<file path="src/rtl/grf_pkg.sv">
// Shared constants for the general register file and the write-register selector.
package grf_pkg;
   localparam int GRF_DATA_W = 32;
   localparam int GRF_ADDR_W = 5;

   localparam logic [4:0] REG_ZERO = 5'd0;
   localparam logic [4:0] REG_RA   = 5'd31;

   // Decoder control for the write-register selector feeding a3.
   typedef enum logic [1:0] {
      WSEL_RT = 2'd0,
      WSEL_RD = 2'd1,
      WSEL_RA = 2'd2
   } wsel_e;

   function automatic logic [4:0] wsel_addr(input wsel_e sel, input logic [4:0] rt,
                                            input logic [4:0] rd);
      case (sel)
         WSEL_RT: wsel_addr = rt;
         WSEL_RD: wsel_addr = rd;
         default: wsel_addr = REG_RA;
      endcase
   endfunction
endpackage

</file>
<file path="src/rtl/grf_trace.sv">
// Registered write-back trace record and commit counter; independent of the storage array.
module grf_trace
   import grf_pkg::*;
#(
   parameter int DATA_W = GRF_DATA_W,
   parameter int ADDR_W = GRF_ADDR_W
) (
   input  logic              clk,
   input  logic              reset,
   input  logic              commit,
   input  logic [31:0]       pc,
   input  logic [ADDR_W-1:0] a3,
   input  logic [DATA_W-1:0] wd,
   output logic              wb_valid,
   output logic [31:0]       wb_pc,
   output logic [ADDR_W-1:0] wb_addr,
   output logic [DATA_W-1:0] wb_data,
   output logic [31:0]       wb_count
);
   logic              wb_valid_q;
   logic [31:0]       wb_pc_q, wb_count_q, wb_count_d;
   logic [ADDR_W-1:0] wb_addr_q;
   logic [DATA_W-1:0] wb_data_q;

   // Plain 32-bit add wraps silently at 2^32.
   assign wb_count_d = commit ? wb_count_q + 32'd1 : wb_count_q;

   always_ff @(posedge clk) begin
      if (reset) begin
         wb_valid_q <= 1'b0;
         wb_pc_q    <= '0;
         wb_addr_q  <= '0;
         wb_data_q  <= '0;
         wb_count_q <= '0;
      end else begin
         wb_valid_q <= commit;
         wb_count_q <= wb_count_d;
         if (commit) begin
            wb_pc_q   <= pc;
            wb_addr_q <= a3;
            wb_data_q <= wd;
         end
      end
   end

   assign wb_valid = wb_valid_q;
   assign wb_pc    = wb_pc_q;
   assign wb_addr  = wb_addr_q;
   assign wb_data  = wb_data_q;
   assign wb_count = wb_count_q;
endmodule

</file>
<file path="src/rtl/grf.sv">
// MIPS general register file: 2 combinational read ports, 1 synchronous write port, $0 hardwired.
module grf
   import grf_pkg::*;
#(
   parameter int DATA_W = GRF_DATA_W,
   parameter int ADDR_W = GRF_ADDR_W,
   parameter bit BYPASS = 1'b1
) (
   input  logic              clk,
   input  logic              reset,
   input  logic              we,
   input  logic [ADDR_W-1:0] a1,
   input  logic [ADDR_W-1:0] a2,
   input  logic [ADDR_W-1:0] a3,
   input  logic [DATA_W-1:0] wd,
   input  logic [31:0]       pc,
   output logic [DATA_W-1:0] rd1,
   output logic [DATA_W-1:0] rd2,
   output logic              wb_valid,
   output logic [31:0]       wb_pc,
   output logic [ADDR_W-1:0] wb_addr,
   output logic [DATA_W-1:0] wb_data,
   output logic [31:0]       wb_count
);
   localparam int NREG = 2 ** ADDR_W;
   localparam logic [ADDR_W-1:0] ZERO = ADDR_W'(REG_ZERO);

   logic [DATA_W-1:0] regs_q [1:NREG-1];
   logic              commit;

   // we gates everything first so an undriven a3/wd cannot disturb state when idle.
   assign commit = we && (a3 != ZERO) && !reset;

   always_ff @(posedge clk) begin
      if (reset) begin
         for (int i = 1; i < NREG; i++) regs_q[i] <= '0;
      end else if (commit) begin
         regs_q[a3] <= wd;
      end
   end

   always_comb begin
      rd1 = '0;
      if (a1 != ZERO) begin
         if (BYPASS && commit && (a1 == a3)) rd1 = wd;
         else                                rd1 = regs_q[a1];
      end
   end

   always_comb begin
      rd2 = '0;
      if (a2 != ZERO) begin
         if (BYPASS && commit && (a2 == a3)) rd2 = wd;
         else                                rd2 = regs_q[a2];
      end
   end

   grf_trace #(.DATA_W(DATA_W), .ADDR_W(ADDR_W)) u_trace (
      .clk      (clk),
      .reset    (reset),
      .commit   (commit),
      .pc       (pc),
      .a3       (a3),
      .wd       (wd),
      .wb_valid (wb_valid),
      .wb_pc    (wb_pc),
      .wb_addr  (wb_addr),
      .wb_data  (wb_data),
      .wb_count (wb_count)
   );
endmodule
</file>
<file path="config.mk">
export PLATFORM = sky130hd
export DESIGN_NAME = grf
export DESIGN_NICKNAME = d
export VERILOG_FILES = /design/src/rtl/grf_pkg.sv /design/src/rtl/grf_trace.sv /design/src/rtl/grf.sv
export SDC_FILE = /design/constraint.sdc
export NUM_CORES = 2
export LEC_CHECK = 0
export CAP_MARGIN = 20
export CORE_MARGIN = 5
export CORE_UTILIZATION = 62
export DETAILED_ROUTE_END_ITERATION = 7
export PLACE_DENSITY = 0.89
export SYNTH_ARGS = -nofsm -noshare
export SYNTH_HDL_FRONTEND = slang
export SYNTH_HIERARCHICAL = 1
export SYNTH_SLANG_ARGS = --single-unit
export TNS_END_PERCENT = 10
</file>
<file path="constraint.sdc">
create_clock -name clk -period 4 [get_ports clk]
set_clock_uncertainty 0.05 [all_clocks]
set_input_delay 0.8 -clock clk [delete_from_list [all_inputs] [get_ports clk]]
set_output_delay 0.8 -clock clk [all_outputs]
set_load 0.01 [all_outputs]
</file>
* Yosys cells after proc, flatten, opt, wreduce, memory -nomap -nowiden *
Memories as Yosys holds them, arrays and structs flattened.
Cells that the tools add are included.

operators by class
  reduce and logical (&&, ||, !) cells = 9
  eq/ne operators = 2
  multiplexer cells = 12
  $add $sub $neg = 1

operators by type and width
  kind                   number
  $mux 32                5
  $add 32x1->32 const B  1
  $reduce_or 32->1       1
  $reduce_bool 5->1      3
  $eq 5x5->1             2
  $mux 1                 6
  $mux 5                 1
  $logic_and 1x1->1      4
  $logic_not 1->1        1

storage, ports and cells
  logic and storage cells = 30
  memory bits (writable) = 992
  memories = 1
  bits in registers = 102

memory list
  name    depth  bits a word  read ports  clocked after Yosys merged registers in  wr ports  line       source
  regs_q  31     32           2           0                                        31        grf.sv:28  logic [DATA_W-1:0] regs_q [1:NREG-1];

* Longest topological paths before layout *
  word-level depth = 8
  depth in mapped cells = 11
  depth with buffers taken out = 7

* By module *
The synthesis kept the hierarchy.

by module, submodules not included
  module     times used  area an instance (µm²)  cells each  sequential area each (µm²)
  grf        1           55732.2                 3893        30749.5
  grf_trace  1           3945.0                  403         2042.0

* Worst setup path before layout *
Ideal clock, no wire load.

  kind = input-to-output
  from = input a3[0]
  to = output rd2[11]
  path slack = 809 ps
  arrival = 2341 ps
  data required time = 3150 ps
  stages on the path = 7
  buffers on the path = 3
  cell sequence = buf_2 xor2_1 nor3_2 or3b_1 buf_2 buf_2 a221oi_1

between the ends
  word-level cells in the longest chain between the ends = 6
  elaborated cells between the ends (all ways) = 7
  classes of those cells = eq/ne (1); mux (2); reduce/logical (4)

ends and longest elaborated chain
  element                         line       source
  start: declaration              grf.sv:14  input logic [ADDR_W-1:0] a3,
  $reduce_bool 5->1               grf.sv:32  assign commit = we && (a3 != ZERO) && !reset;
  $logic_and 1x1->1 (2 in a row)  grf.sv:32
  $logic_and 1x1->1 (*)           grf.sv:53  if (BYPASS && commit && (a2 == a3)) rd2 = wd;
  $mux 32 (*)                     grf.sv:53
  $mux 32 (*)                     grf.sv:52  if (a2 != ZERO) begin
  end: declaration                grf.sv:18  output logic [DATA_W-1:0] rd2,

Every way passes the cells marked *; elsewhere a longest branch is shown, timed or not.

* Worst setup path after layout *
  from = input a2[4]
  to = output rd2[17]

between the ends
  word-level cells in the longest chain between the ends = 4
  elaborated cells between the ends (all ways) = 6
  classes of those cells = eq/ne (1); mux (2); reduce/logical (2); memory (1)

ends and longest elaborated chain
  element                                                                line       source
  start: declaration                                                     grf.sv:13  input logic [ADDR_W-1:0] a2,
  parallel branches: the longest is 3 deep, another holds $mem_v2 31x32  -
  $mux 32 (*)                                                            grf.sv:52

Mark *: on every way between the ends.

==> results.md <==
- The run finished, with violations left.
- The final reports fail on design-rule violations, negative setup slack.
- Setup violations remaining at the end of the flow were counted as 18.
- The half-perimeter wire length after placement is 124200 µm.
- Summed over all layers, the routed wires come to 208600 µm.
- The warning count from the yosys run is 6.
- The end of the worst register-to-register path is u_trace/wb_count[28].
- The launch point of the critical path is a2[4].
- The clock latency of the later-clocked register in the worst-skew pair is about 0.70 ns.
- In this run the horizontal extent of the chip is 320.2 µm.
- The required time reported for the critical path endpoint is roughly 3.2 ns.
- The initial cell density of the core is 62.62%.
- The cell count after placement is between 5000 and 6000.
- The count of nets left with antenna violations once routing finished came out at 0.
- After detailed routing, the number of vias per cell comes to about 7.5.
- In this design, the stage delay of the slowest critical-path cell is 0.40 ns.
- Summing the sequential cell areas from Yosys gives 54.95% of the chip area.
- The per-instance average area after synthesis is about 14 µm².
- Clock tree synthesis selected as its root buffer the cell clkbuf_16.
- Sorting the synthesized cells by area gives the leading types as edfxtp_1 (52%), mux4_2 (14%), and2_1 (10%).
- The startpoint identified for the worst register-to-register timing path is u_trace/wb_count[0].
- The number of iterations in the first detailed-routing pass is 8.
- The average wire length per cell after detail routing is 34.34 µm.
- Measured in cells, the most critical reg-to-reg path has a length of 5.
- The total via count in the routed design is around 46000.
- In this run the power density over the cells is 409.0 nW/µm².
- The critical-path maximum fanout is 8.
- The tightest min-delay check is of the reg -> reg type.
- The count of pins over their slew limit is 0.
- Walking the worst path, the cells encountered are dlygate4sd2_1 > buf_12 > buf_4 > nor2b_1 > buf_4 > a22oi_2 > a21oi_1 > buf_4 > o31a_1 > a221oi_2 > buf_4 > dlygate4sd2_1.
- In this run the number of cells on the critical path is 12.
- The critical path arrival is around 3.3 ns.
- The H-tree was split into 3 levels.
- The finished layout holds 6074 standard cells, fillers aside.
- Setup repair after global routing could not meet its margin everywhere.
- The number of buffers on the longest clock path is 3.
- Across the VDD grid, the largest voltage drop is 0.0004070 V.
- The top-level port count is 248.
- The clock tree from TritonCTS is done.
- The number of antenna violations at the first check in global routing came to 9.
- The last element of the critical path is rd2[17].
- The worst setup margin is -0.1045 ns.
- The share of final-layout standard cells stronger than drive strength 1 is between 20% and 30%.
- The switching power total is around 7.4 mW.
- Of all cell types, the one taking the most synthesized area is edfxtp_1.
- The global placer's final weighted congestion is ~0.96.
- The most common cell in the netlist is edfxtp_1.
- The die covers 102600 µm².
- The internal power consumption is 21.68 mW.
- The number of different library cells used by synthesis comes to 66.
- CTS saw about 1100 sinks.
- The cell count after synthesis is 4296.
- After synthesis, the share of flip-flops with an asynchronous set or reset is 0%.
- The number of storage elements in the synthesis netlist is 1126.
- The most common cell type on the critical path is buf_4.
- In the routed design, unresolved DRC markers number 19.
- The total of buffers placed on input and output ports is 247.
- For this design, the CTS-stage hold fixing added 0 buffers.
- The clock slew seen by the registers of the worst setup and hold paths is about 0.06 ns.
- STA classifies the critical path startpoint as a primary input.
- Combinational cells account for between 10% and 20% of the total power.
- The actual slew at the worst max-slew pin is 0.8431 ns.
- The worst setup slack for register-to-register paths is 1.76 ns.
- For this run, the top clock speed supported by timing is ~0.24 GHz.
- Global routing used 38.76% of the available tracks.
- The sequential cell fraction of total power is 47.6%.
- The vertical extent of the die is 320.2 µm.
- The worst path buffer plus inverter count is 7.
- Sorting the synthesized cells by how often they occur yields edfxtp_1 (1024), and2_1 (994), mux4_2 (363), clkbuf_1 (287), nor2_1 (271).
- The area growth from synthesis to layout is 19.20%.
- The total leakage power is ~25 nW.
- Among all stages on the critical path, the largest delay is contributed by nor2b_1.
- The worst setup path is captured at an output pin.
- The via count of the first global-routing pass is 45820.
- The number of max-capacitance violations reported is 0.
- The kind of cell adding the most delay to the critical path is buffers and inverters.
- Of the post-synthesis cell area, the dominant cell type holds approximately half.
- The pin count of the biggest net entering global routing is 83.
- The floorplan has ~110 rows.
- The number of flops mapped to enable cells by yosys is 1024.
- In the synthesized netlist the dominant register cell turns out to be edfxtp_1.
- The tightest hold path in the finished design has a slack of 0.4446 ns.
- The iteration-0 DRC count of the detailed router is between 9000 and 10000.
- The wire length of the first global-routing pass is 296100 µm.
- Buffers inserted during clock tree synthesis total 109.
- In this run the cell area of the synthesized design comes to 59680 µm².
- After the last flow step, the layout net total stands at roughly 4800.
- The worst setup path is of the in -> out kind.
- In this run switching power makes up around 25% of total power.
- The tightest slew margin relative to the limit is 43.79%.
- The routed design could run at a clock period as short as 4.105 ns.
- The core region is ~95000 µm².
- The ratio of final minimum period to clock period is 102.6%.
- The count of endpoints failing hold in the final timing report is 0.
- The total overflow left after global routing is 0.
- The clock share of power is 37.9%.
[cell usage in the layout (no fill, tap or decap), drive strengths merged, types with 32 or more instances in the layout]
cell           Yosys  routed
edfxtp          1024    1024
and2             994     994
buf              158     501
mux4             363     363
nor2             272     272
mux2             196     196
mux2i            184     184
clkdlybuf4s50      0     167
clkbuf           294     143
o22ai            112     112
dfxtp            102     102
a221oi            64      64
o221ai            62      62
or3               47      47
clkinv             0      43
dlygate4sd2        0      40
o31ai             40      40
or2               34      34
conb               1      32
a31oi             32      32
[layer usage]
metal,up-vias,GRT usage [%],wire (µm)
li1,17150,-,-
met1,21600,46.30,62120
met2,5291,60.31,92780
met3,1456,15.40,36220
met4,8,22.14,17400
met5,-,1.019,88
[logic make-up after synthesis]
family          after synthesis  synth area share [%]
compound gates              451                 5.864
fa+ha+maj                     1               0.02096
buf+inv                     462                 3.944
xor+xnor                     20                0.2935
other cells                   1              0.006284
mux                         743                 20.48
flops                      1126                 54.95
simple gates               1492                 14.44
[stage by stage]
stage               setup WS, ns  power (mW)  instance area (µm²)  TNS [ns]  util [%]
floorplan                 0.8086       16.02                59790         0         -
global placement         -0.7301       17.68                66360    -26.77     69.64
detailed placement       -0.7460       17.85                66360    -28.61     69.64
CTS                     -0.09715       28.66                70760   -0.3040     74.25
global route             -0.1141       29.65                71120   -0.5306     74.64
finish                   -0.1045       29.10                71140   -0.7977     74.65
[how the worst min path moves through the flow]
stage / depth (start not counted) / startpoint / slack [ns] / endpoint
5_1_grt: 2 / u_trace/wb_data[4] / 0.46 / u_trace/wb_data[4]
3_5_place_dp: 2 / u_trace/wb_pc[22] / 0.43 / u_trace/wb_pc[22]
2_1_floorplan: 2 / u_trace/wb_count[31] / 0.45 / u_trace/wb_count[31]
3_3_place_gp: 2 / u_trace/wb_count[31] / 0.42 / u_trace/wb_count[31]
6_report: 2 / u_trace/wb_data[4] / 0.44 / u_trace/wb_data[4]
4_1_cts: 2 / u_trace/wb_data[4] / 0.45 / u_trace/wb_data[4]
[worst register-to-register path: stages, from the launching register on]
cell and delay, ns:
dfxtp_1 0.40, ha_1 0.21, and3_1 0.24, nand3_1 0.41
nor4_1 0.43, mux2_2 0.37
[state kept, by name, summed over array words and instances (netlist names)]
signal,count
regs_q,1024
u_trace/wb_count,32
u_trace/wb_data,32
u_trace/wb_pc,32
u_trace/wb_addr,5
u_trace/wb_valid,1
[power by group through the flow]
stage                     clock network (mW)  registers, mW  logic [mW]
after floorplan                            0           13.9        2.13
after global placement                     0           13.9        3.76
after detailed placement                   0           14.0        3.84
after CTS                               10.9           13.8        3.93
after global routing                    11.5           13.9        4.28
final                                   11.0           13.9        4.22
[repair_timing]
action / in CTS / in global routing
buffers inserted: 19 / 7
gates resized for setup: 181 / 67
setup endpoints to repair: 64 / 58
gates cloned: 5 / 2
pin swaps: 37 / 11
[cell type report]
class                   instances  area (µm²)
clock inverters                70       835.8
inverters                      10       43.79
diodes                          6       15.01
fillers                      5019       24160
clock buffers                 135        2938
repair buffers                723        7546
flip-flops and latches       1126       32790
well taps                    1265        1583
multi-input cells            2739       25380
No activity file was read; power rests on OpenSTA's default activity.
